## config.mk

```make
export PLATFORM = sky130hd
export DESIGN_NAME = imem_dmem_arbiter
export DESIGN_NICKNAME = d
export VERILOG_FILES = /design/src/rtl/imem_dmem_arbiter_pkg.sv /design/src/rtl/imem_dmem_arbiter.sv
export SDC_FILE = /design/constraint.sdc
export NUM_CORES = 1
export LEC_CHECK = 0
export ABC_AREA = 1
export CAP_MARGIN = 30
export CORE_UTILIZATION = 50
export CTS_BUF_LIST = sky130_fd_sc_hd__clkbuf_4
export DETAILED_ROUTE_END_ITERATION = 10
export DONT_BUFFER_PORTS = 1
export GPL_ROUTABILITY_DRIVEN = 0
export SETUP_SLACK_MARGIN = 0.05
export SLEW_MARGIN = 10
export SYNTH_ARGS = -nofsm -noshare
export SYNTH_HDL_FRONTEND = slang
export SYNTH_SLANG_ARGS = --single-unit
```

## constraint.sdc

```tcl
create_clock -name clk -period 2.2 [get_ports clk]
set_input_delay 0.33 -clock clk [delete_from_list [all_inputs] [get_ports clk]]
set_output_delay 0.33 -clock clk [all_outputs]
set_load 0.01 [all_outputs]
```

## src/rtl/imem_dmem_arbiter_pkg.sv

```systemverilog
// rtl/imem_dmem_arbiter_pkg.sv - shared types for the unified imem/dmem arbiter
package arb_pkg;

    typedef enum logic [1:0] {
        IDLE   = 2'd0,
        BUSY_I = 2'd1,
        BUSY_D = 2'd2
    } state_t;

    typedef enum logic [1:0] {
        GNT_NONE = 2'd0,
        GNT_I    = 2'd1,
        GNT_D    = 2'd2
    } gnt_t;

    // Wide enough for the largest allowed data-run limit (15).
    localparam int RUN_W = 4;

endpackage

```

## src/rtl/imem_dmem_arbiter.sv

```systemverilog
// rtl/imem_dmem_arbiter.sv - fetch/data arbiter for one single-ported unified memory
module imem_dmem_arbiter
    import arb_pkg::*;
#(
    parameter int ADDR_W    = 32,
    parameter int DATA_W    = 32,
    parameter int MAX_D_RUN = 4
) (
    input  logic                clk,
    input  logic                rst,
    input  logic                if_req,
    input  logic [ADDR_W-1:0]   if_addr,
    output logic [DATA_W-1:0]   if_rdata,
    output logic                if_valid,
    output logic                if_stall,
    input  logic                d_req,
    input  logic                d_we,
    input  logic [ADDR_W-1:0]   d_addr,
    input  logic [DATA_W-1:0]   d_wdata,
    input  logic [DATA_W/8-1:0] d_wstrb,
    output logic [DATA_W-1:0]   d_rdata,
    output logic                d_valid,
    output logic                d_stall,
    output logic                mem_req,
    output logic                mem_we,
    output logic [ADDR_W-1:0]   mem_addr,
    output logic [DATA_W-1:0]   mem_wdata,
    output logic [DATA_W/8-1:0] mem_wstrb,
    input  logic                mem_ack,
    input  logic [DATA_W-1:0]   mem_rdata
);

    localparam int STRB_W = DATA_W / 8;
    localparam logic [RUN_W-1:0] RUN_MAX = RUN_W'(MAX_D_RUN);

    state_t              state_q, state_d;
    gnt_t                gnt;
    logic                arb_open;
    logic                mem_req_q, mem_req_d;
    logic                mem_we_q, mem_we_d;
    logic [ADDR_W-1:0]   mem_addr_q, mem_addr_d;
    logic [DATA_W-1:0]   mem_wdata_q, mem_wdata_d;
    logic [STRB_W-1:0]   mem_wstrb_q, mem_wstrb_d;
    logic [DATA_W-1:0]   if_rdata_q, if_rdata_d;
    logic                if_valid_q, if_valid_d;
    logic [DATA_W-1:0]   d_rdata_q, d_rdata_d;
    logic                d_valid_q, d_valid_d;
    logic [RUN_W-1:0]    run_q, run_d;

    // The completion cycle is a dead arbitration slot: requesters are still
    // presenting the request that just finished, so nothing is sampled then.
    always_comb begin
        arb_open = (state_q == IDLE) && !if_valid_q && !d_valid_q;
        gnt      = GNT_NONE;
        if (arb_open) begin
            if (if_req && (!d_req || run_q == RUN_MAX)) begin
                gnt = GNT_I;
            end else if (d_req) begin
                gnt = GNT_D;
            end
        end
    end

    always_comb begin
        state_d     = state_q;
        mem_req_d   = mem_req_q;
        mem_we_d    = mem_we_q;
        mem_addr_d  = mem_addr_q;
        mem_wdata_d = mem_wdata_q;
        mem_wstrb_d = mem_wstrb_q;
        if_rdata_d  = if_rdata_q;
        d_rdata_d   = d_rdata_q;
        if_valid_d  = 1'b0;
        d_valid_d   = 1'b0;

        case (state_q)
            IDLE: begin
                case (gnt)
                    GNT_I: begin
                        state_d     = BUSY_I;
                        mem_req_d   = 1'b1;
                        mem_we_d    = 1'b0;
                        mem_addr_d  = if_addr;
                        mem_wdata_d = '0;
                        mem_wstrb_d = '0;
                    end
                    GNT_D: begin
                        state_d     = BUSY_D;
                        mem_req_d   = 1'b1;
                        mem_we_d    = d_we;
                        mem_addr_d  = d_addr;
                        mem_wdata_d = d_wdata;
                        mem_wstrb_d = d_wstrb;
                    end
                    default: ;
                endcase
            end
            BUSY_I: begin
                if (mem_ack) begin
                    state_d    = IDLE;
                    mem_req_d  = 1'b0;
                    if_rdata_d = mem_rdata;
                    if_valid_d = 1'b1;
                end
            end
            BUSY_D: begin
                if (mem_ack) begin
                    state_d   = IDLE;
                    mem_req_d = 1'b0;
                    d_valid_d = 1'b1;
                    if (!mem_we_q) begin
                        d_rdata_d = mem_rdata;
                    end
                end
            end
            default: begin
                state_d   = IDLE;
                mem_req_d = 1'b0;
            end
        endcase
    end

    // Counts data grants that overtook a waiting fetch.
    always_comb begin
        run_d = run_q;
        if (!if_req || gnt == GNT_I) begin
            run_d = '0;
        end else if (gnt == GNT_D && run_q != RUN_MAX) begin
            run_d = run_q + RUN_W'(1);
        end
    end

    always_ff @(posedge clk) begin
        if (rst) begin
            state_q     <= IDLE;
            mem_req_q   <= 1'b0;
            mem_we_q    <= 1'b0;
            mem_addr_q  <= '0;
            mem_wdata_q <= '0;
            mem_wstrb_q <= '0;
            if_rdata_q  <= '0;
            if_valid_q  <= 1'b0;
            d_rdata_q   <= '0;
            d_valid_q   <= 1'b0;
            run_q       <= '0;
        end else begin
            state_q     <= state_d;
            mem_req_q   <= mem_req_d;
            mem_we_q    <= mem_we_d;
            mem_addr_q  <= mem_addr_d;
            mem_wdata_q <= mem_wdata_d;
            mem_wstrb_q <= mem_wstrb_d;
            if_rdata_q  <= if_rdata_d;
            if_valid_q  <= if_valid_d;
            d_rdata_q   <= d_rdata_d;
            d_valid_q   <= d_valid_d;
            run_q       <= run_d;
        end
    end

    assign mem_req   = mem_req_q;
    assign mem_we    = mem_we_q;
    assign mem_addr  = mem_addr_q;
    assign mem_wdata = mem_wdata_q;
    assign mem_wstrb = mem_wstrb_q;
    assign if_rdata  = if_rdata_q;
    assign if_valid  = if_valid_q;
    assign d_rdata   = d_rdata_q;
    assign d_valid   = d_valid_q;
    assign if_stall  = if_req & ~if_valid_q;
    assign d_stall   = d_req & ~d_valid_q;

endmodule

```

# == Yosys cells after proc, flatten, opt, wreduce, memory -nomap -nowiden ==
# Cells that the tools add are included.
# op_classes
n_addsub,1
eq_ne,9
mux,14
n_bitwise,7
reduce_logical,22
# ops
op,n
one-hot mux 32 bit (2 select lines),2
OR reduction 2 bit,5
2-to-1 mux 2 bit,4
one-hot mux 2 bit (2 select lines),2
one-hot mux 4 bit (2 select lines),1
AND reduction 2 bit,4
inverter 1 bit,5
"adder 4 x 1 -> 4 bit, second input constant",1
"equality test 2 x 1 -> 1 bit, second input constant",2
"equality test 2 bit, second input constant",2
"equality test 4 x 3 -> 1 bit, second input constant",1
logical AND 1 bit,4
zero test 1 bit,4
"!= test 4 x 3 -> 1 bit, second input constant",1
one-hot mux 1 bit (2 select lines),2
2-to-1 mux 1 bit,3
"!= test 3 x 1 -> 1 bit, second input constant",1
AND reduction 3 bit,1
bitwise AND 1 bit,2
zero test 2 bit,1
logical OR 1 bit,2
"!= test 2 x 1 -> 1 bit, second input constant",1
"!= test 2 bit, second input constant",1
nonzero test 2 bit,1
# totals
reg_bits,142
inputBits,138
output_inout_bits,138
word_cells,64

# == Logic depth before layout (Yosys ltp) ==
# Gate-level depths: netlist of the first run.
# depth
depth_word,9
depth_mapped,15
depth_no_buf,14

# == Worst setup path after synthesis of the first run ==
# No wires, ideal clock.
# synth_path
path_type,reg2reg
start,register run_q[0]
end,"register mem_wdata_q[0], in the netlist mem_wdata[0]"
setup_ns,0.132
arrival_time_ns,1.877
required_time_ns,2.068
path_slack_ns,0.190
path_stages_with_launch,15
path_buffers,2
period_less_slack_ns,2.010
cell_sequence,dfxtp_1 inv_1 ha_1 nand3_1 a21oi_1 inv_1 nor2_1 inv_1 ha_1 nor2_4 inv_2 buf_6 buf_6 nand2_1 a21oi_1
# synth_via
elab_chain_len,8
elab_cells_between_ends,10
classes_between,3 x eq/ne; 3 x mux; 4 x reduce/logical
# synth_lines
item,line_no,text
start: declaration,imem_dmem_arbiter.sv:48,"logic [RUN_W-1:0] run_q, run_d;"
start signal: assignment,imem_dmem_arbiter.sv:157,run_q <= run_d;
equality test 4 x 3 -> 1 bit *,imem_dmem_arbiter.sv:56,if (if_req && (!d_req || run_q == RUN_MAX)) begin
logical OR 1 bit *,imem_dmem_arbiter.sv:56,
logical AND 1 bit *,imem_dmem_arbiter.sv:56,
2-to-1 mux 2 bit *,imem_dmem_arbiter.sv:56,
2-to-1 mux 2 bit *,imem_dmem_arbiter.sv:55,if (arb_open) begin
equality test 2 x 1 -> 1 bit / equality test 2 bit (equally long branches),imem_dmem_arbiter.sv:78,case (gnt)
nonzero test 2 bit (no line),-,
AND reduction 2 bit (no line),-,
end signal: assignment,imem_dmem_arbiter.sv:151,mem_wdata_q <= mem_wdata_d;
end: declaration,imem_dmem_arbiter.sv:42,"logic [DATA_W-1:0] mem_wdata_q, mem_wdata_d;"
# Every way passes the cells marked *; elsewhere a longest branch is shown, timed or not.
# A chain may end at the register's enable or synchronous reset.

# == Final worst setup path of the first run ==
# layout_path
start,register run_q[0]
end,"register mem_addr_q[7], in the netlist mem_addr[7]"
# layout_via
elab_chain_len,8
elab_cells_between_ends,10
classes_between,3 x eq/ne; 3 x mux; 4 x reduce/logical
# layout_lines
item,line_no,text
equality test 4 x 3 -> 1 bit *,imem_dmem_arbiter.sv:56,
logical OR 1 bit *,imem_dmem_arbiter.sv:56,
logical AND 1 bit *,imem_dmem_arbiter.sv:56,
2-to-1 mux 2 bit *,imem_dmem_arbiter.sv:56,
2-to-1 mux 2 bit *,imem_dmem_arbiter.sv:55,
equality test 2 x 1 -> 1 bit / equality test 2 bit (equally long branches),imem_dmem_arbiter.sv:78,
nonzero test 2 bit (no line),-,
AND reduction 2 bit (no line),-,
end signal: assignment,imem_dmem_arbiter.sv:150,mem_addr_q <= mem_addr_d;
end: declaration,imem_dmem_arbiter.sv:41,"logic [ADDR_W-1:0] mem_addr_q, mem_addr_d;"
# Marked as above.

==> results.json, run 1 <==
{
  "drt-pass1-iter-count": 6,
  "avgSynthCellArea_sq_um": 7.69,
  "area_growth_pct": 39.0,
  "power.density_nw_per_um2": 1110,
  "initial_core_util": 0.521,
  "hold_viol": 0,
  "fin_nets": 980,
  "rsz0062_at_grt": "yes",
  "yosys-top-cells-area": "dfxtp_1 (52%), a21oi_1 (9.9%), nor2_1 (9.6%)",
  "via_count": 5580,
  "holdWs_ns": 0.0592,
  "worst_clock_skew_ns": 0.0140,
  "fmax_mhz": 468,
  "clockRootBuffer": "clkbuf_4",
  "rows": 37,
  "synth-seq-cells": 142,
  "numClockSinks": 142,
  "grt_pass1_vias": 5266,
  "endpoint_kind": "register",
  "fillers": 756,
  "cts-buffers-inserted": 17,
  "seqCellArea_sq_um": 2850,
  "mostFrequentLayoutCells": "nor2_1 (138), dfxtp_1 (138), dlygate4sd3_1 (134)",
  "dieArea_sq_um": 11300,
  "hpwl_mm": 9.54,
  "status": "finished clean",
  "path_cells": "inv_1 -> ha_2 -> nand3_4 -> a21oi_2 -> inv_2 -> nor2_4 -> inv_2 -> ha_4 -> nor2_4 -> buf_4 -> clkbuf_16 -> o21ai_0 -> a21oi_1",
  "ios": 276,
  "hold_path.class": "in2reg",
  "slew-limit-headroom": 0.684,
  "cp_slowest_cell": "dfxtp_2",
  "period_needed_ns": 2.14,
  "total_leakage_power_nw": 2.92,
  "die_h_um": 106,
  "ant_nets": 0,
  "grt_pass1_wl_mm": 25.8,
  "timing.final.crit_share": 0.971,
  "coreArea_sq_um": 10400,
  "irDropWorstVdd_mv": 0.720,
  "final_util": 0.724,
  "cts_tree": "done",
  "grt_overflow": 0,
  "critPathArrivalTime_ns": 2.58,
  "fin_cells": 982,
  "drtIter0Drc": 463,
  "numPortBuffers": 0,
  "synth.cell_area_sq_um": 5420,
  "dieWidth_um": 106,
  "ys_seq_area_frac": 0.524,
  "max_cap_violations": 0,
  "clock_latency_ns": 0.53,
  "multi_input_area_sq_um": 2330,
  "drc": 0,
  "synth_top_cell_area_share": 0.524,
  "antenna_cells": 0,
  "yosys_warnings": 0,
  "setup_viol": 0,
  "timing_worst_slew_pin_value_ns": 0.474,
  "grt_start_max_net_pins": 76,
  "cts.htree.levels": 4,
  "vias_per_cell": 5.68,
  "synthesis.nets": 850,
  "wl_per_cell_um": 18.3,
  "path_class": "reg2reg",
  "slew_violations": 0,
  "required_ns": 2.65,
  "wl_mm": 17.9,
  "cpPeakStageDelay_ns": 0.34,
  "worstSetupStartpointType": "register",
  "syn_inst": 705,
  "grt_usage": 0.286,
  "clockBufferDepth": 2,
  "synth_cell_types": 20,
  "clkTransAtPathRegs_ns": 0.12,
  "worstPathMaxFanout": 16,
  "dp.cells": 803,
  "antenna_found_initial": 0,
  "drive_gt1_frac": 0.112,
  "yosysTopAreaCell": "dfxtp_1"
}
layout make-up:
| class | count | area share |
|---|---|---|
| multi-input cells | 487 | 0.310 |
| inverters | 24 | 0.0126 |
| repair buffers | 163 | 0.237 |
| flip-flops and latches | 142 | 0.378 |
| well taps | 136 | 0.0226 |
| clock inverters | 13 | 0.0231 |
| clock buffers | 17 | 0.0169 |
synth_stat cells (all sizes together):
cell type	count
o21ai	99
nor2	141
nor3	2
a21oi	107
dfxtp	142
clkbuf	13
buf	39
nand2	90
nand4	1
a21boi	1
ha	7
nand3	39
inv	24
worst max-delay path, delay by kind of cell (launching register included):
kind / cells / cell delay (ns)
buffers and inverters: 5 / 0.50
adder cells (fa/ha/maj): 2 / 0.44
AND/OR/NAND/NOR: 3 / 0.35
AO/OA/AOI/OAI: 3 / 0.43
flip-flops: 1 / 0.34
report_power, final:
part	switching (mW)	internal [mW]	leakage, nW
logic	1.55	1.16	1.61
registers	0.690	3.14	1.16
clock network	0.955	0.877	0.154
repair_timing:
| action | CTS | global route |
|---|---|---|
| resized for setup | 2 | 45 |
| pin swaps | 0 | 9 |
| setup endpoints to repair | 32 | 75 |
| cloned | 0 | 6 |
| setup buffers | 0 | 7 |
| hold endpoints to repair | 139 | 0 |
| hold buffers | 135 | 0 |
final timing paths:
kind	end	cells after the start	startpoint	slack [ns]
hold / removal	mem_req$_SDFFE_PP0P_	3	mem_ack	0.06
hold reg to reg	state_q[1]$_SDFFE_PP0P_	2	state_q[1]$_SDFFE_PP0P_	0.49
setup / recovery	mem_addr[7]$_SDFFE_PP0P_	13	run_q[0]$_SDFFE_PP0P_	0.06
setup reg to reg	mem_addr[7]$_SDFFE_PP0P_	13	run_q[0]$_SDFFE_PP0P_	0.06
routing by layer:
layer,GRT usage,up-vias,routed length (um)
met5,0,-,0
met4,0.137,0,569
met3,0.0920,62,1780
met2,0.471,334,8590
met1,0.335,2596,6990
li1,-,2588,-
stage by stage:
| stage | power, mW | setup slack, ns | cell area [sq um] | TNS, ns |
|---|---|---|---|---|
| final | 8.37 | 0.0646 | 7540 | 0 |
| after global routing | 8.78 | -0.0984 | 7540 | -0.130 |
| after CTS | 7.67 | 0.0616 | 7160 | 0 |
| after detailed placement | 5.65 | -0.00597 | 5490 | -0.00933 |
| after global placement | 5.58 | 0.0946 | 5480 | 0 |
| after floorplan | 5.17 | 0.190 | 5420 | 0 |
cells by family (layout without fill, tap and decap cells):
group,after synthesis,after routing,synth area share
flip-flops,142,142,0.524
AO/OA/AOI/OAI,207,207,0.192
AND/OR/NAND/NOR,273,273,0.201
buffers and inverters,76,217,0.0674
adder cells (fa/ha/maj),7,7,0.0162
state kept, by name, indices dropped and copies added, names as in the netlist:
name       flops
if_valid       1
if_rdata      32
mem_addr      32
mem_wdata     32
state_q        2
mem_we         1
d_rdata       32
run_q          4
d_valid        1
mem_wstrb      4
mem_req        1
Power figures use the tool's default switching activity.
==> inputs of run 2 (changes only) <==
GPL_TIMING_DRIVEN = 0   (was default)
==> run 2 against run 1 <==
Critical endpoint is now mem_addr[25]$_SDFFE_PP0P_; combinational power is 8.9% lower; wire length down 4.6%; highest routed layer unchanged; total power decreased by 2.8%; non-clock buffer count up 26; sequential power about the same; clock skew rose by 0.0084 ns; die area stayed put; first-iteration DRC count shrank 18%; global-route usage up 1.3 points.
==> results.json, run 2 (same netlist as run 1, synthesis figures left out) <==
{
  "status": "finished clean",
  "antenna_found_initial": 0,
  "hold_viol": 0,
  "max_cap_violations": 0,
  "worst_clock_skew_ns": 0.0224,
  "fmax_mhz": 480,
  "dieWidth_um": 106,
  "power.density_nw_per_um2": 1090,
  "mostFrequentLayoutCells": "nor2_1 (138), dfxtp_1 (138), dlygate4sd3_1 (134)",
  "drtIter0Drc": 378,
  "met1_length_mm": 6.73,
  "cts.htree.levels": 4,
  "grt_pass1_vias": 5448,
  "numClockSinks": 142,
  "required_ns": 2.62,
  "path_class": "reg2reg",
  "cp_slowest_cell": "dfxtp_2",
  "fillers": 822,
  "wl_met3_mm": 1.43,
  "rows": 37,
  "numPortBuffers": 0,
  "vias_per_cell": 5.41,
  "endpoint_kind": "register",
  "clockRootBuffer": "clkbuf_4",
  "ios": 276,
  "cpPeakStageDelay_ns": 0.36,
  "via_count": 5456,
  "power_mw": 8.14,
  "drive_gt1_frac": 0.118,
  "period_needed_ns": 2.08,
  "multi_input_area_sq_um": 2300,
  "grt_pass1_wl_mm": 26.8,
  "r2r_cells": 13,
  "grt_start_max_net_pins": 17,
  "total_leakage_power_nw": 2.92,
  "antenna_cells": 0,
  "final_util": 0.716,
  "routed.top_layer": "met4",
  "worstPathMaxFanout": 10,
  "path_cells": "inv_2 -> ha_2 -> nand3_2 -> a21oi_2 -> inv_1 -> nor2_2 -> inv_2 -> ha_4 -> nor2_4 -> inv_4 -> buf_4 -> a21oi_2 -> a21oi_1",
  "grt_usage": 0.299,
  "critPathTopFamily": "buffers and inverters",
  "hold_path.class": "in2reg",
  "setup_viol": 0,
  "wl_mm": 17.1,
  "cts_tree": "done",
  "critPathArrivalTime_ns": 2.50,
  "drc": 0,
  "rsz0062_at_grt": "yes",
  "timing.final.crit_share": 0.948,
  "clockBufferDepth": 2,
  "holdPathStages": 3,
  "slew_violations": 0,
  "wl_per_cell_um": 16.9,
  "cp.buffers_inverters": 5,
  "seqCellArea_sq_um": 2850,
  "fin_nets": 1006,
  "coreArea_sq_um": 10400,
  "hpwl_mm": 11.2,
  "irDropWorstVdd_mv": 0.597,
  "die_h_um": 106,
  "initial_core_util": 0.521,
  "slew-limit-headroom": 0.676,
  "clock_latency_ns": 0.53,
  "cp.depth": 13,
  "wl_met2_mm": 8.51,
  "timing_worst_slew_pin_value_ns": 0.486,
  "area_growth_pct": 37.4,
  "worstSetupStartpointType": "register",
  "cts-buffers-inserted": 17,
  "dieArea_sq_um": 11300,
  "grt_overflow": 0,
  "ant_nets": 0,
  "drt-pass1-iter-count": 5,
  "clkTransAtPathRegs_ns": 0.12
}
==> run 2: cell count changes in the layout (fill, tap and decap cells not counted), moves of 3 or more <==
cell / before / now
a21oi_1: 91 / 94
buf_12: 7 / 1
buf_2: 0 / 20
buf_4: 12 / 6
buf_6: 1 / 6
clkbuf_1: 0 / 12
clkbuf_16: 6 / 1
clkbuf_4: 17 / 22
o21ai_0: 85 / 81
o21ai_1: 14 / 18
==> run 2: layout make-up <==
type | count | share of cell area
Timing Repair Buffer | 137 | 0.187
Sequential cell | 142 | 0.382
Tap cell | 136 | 0.0228
Buffer | 52 | 0.0462
Multi-Input combinational cell | 487 | 0.308
Clock inverter | 13 | 0.0230
Inverter | 24 | 0.0124
Clock buffer | 18 | 0.0181
==> run 2: through the flow <==
stage	std cells	worst slack, ns	instance area [sq um]	hold WS [ns]	TNS, ns
2_1_floorplan	705	0.190	5420	0.450	0
3_3_place_gp	841	-0.0336	5590	0.468	-0.539
3_5_place_dp	841	-0.0683	5590	0.472	-1.88
4_1_cts	1007	0.0923	7300	0.0142	0
5_1_grt	1009	0.00252	7450	0.0744	0
6_report	1009	0.115	7450	0.0616	0
==> run 2: path summary, 6_finish.rpt <==
path | start | end | slack, ns
max | run_q[0]$_SDFFE_PP0P_ | mem_addr[25]$_SDFFE_PP0P_ | 0.12
min | mem_ack | mem_req$_SDFFE_PP0P_ | 0.06
max reg2reg | run_q[0]$_SDFFE_PP0P_ | mem_addr[25]$_SDFFE_PP0P_ | 0.12
min reg2reg | run_q[0]$_SDFFE_PP0P_ | run_q[0]$_SDFFE_PP0P_ | 0.46
==> run 2: report_power, final <==
group	total, mW	switching, mW	internal [mW]
combinational	2.47	1.43	1.04
sequential	3.83	0.692	3.14
clock	1.84	0.941	0.895
==> run 2: repair_timing <==
item / CTS / global route
gates cloned: 0 / 1
resized for setup: 10 / 55
setup endpoints to repair: 69 / 71
hold buffers: 134 / 0
buffers inserted: 1 / 1
pin swaps: 2 / 5
endpoints found under the hold margin: 134 / 0
==> run 2: per-layer routing <==
layer,track usage,vias to the layer above
met1,0.343,2526
met5,0,-
met2,0.515,261
li1,-,2637
met4,0.133,0
met3,0.0834,32
==> run 2: worst reg2reg max path, delay by kind of cell (launching register included) <==
| family | cells | cell delay, ns |
|---|---|---|
| DFF | 1 | 0.36 |
| AOI/OAI and AO/OA | 3 | 0.40 |
| adders and majority gates | 2 | 0.40 |
| and+or+nand+nor | 3 | 0.39 |
| buffers and inverters | 5 | 0.45 |
==> inputs of run 3 (changes only) <==
GPL_ROUTABILITY_DRIVEN = default   (was 0)
==> results of run 3 <==
The final DEF is identical to that of run 2; final timing and power are the same.
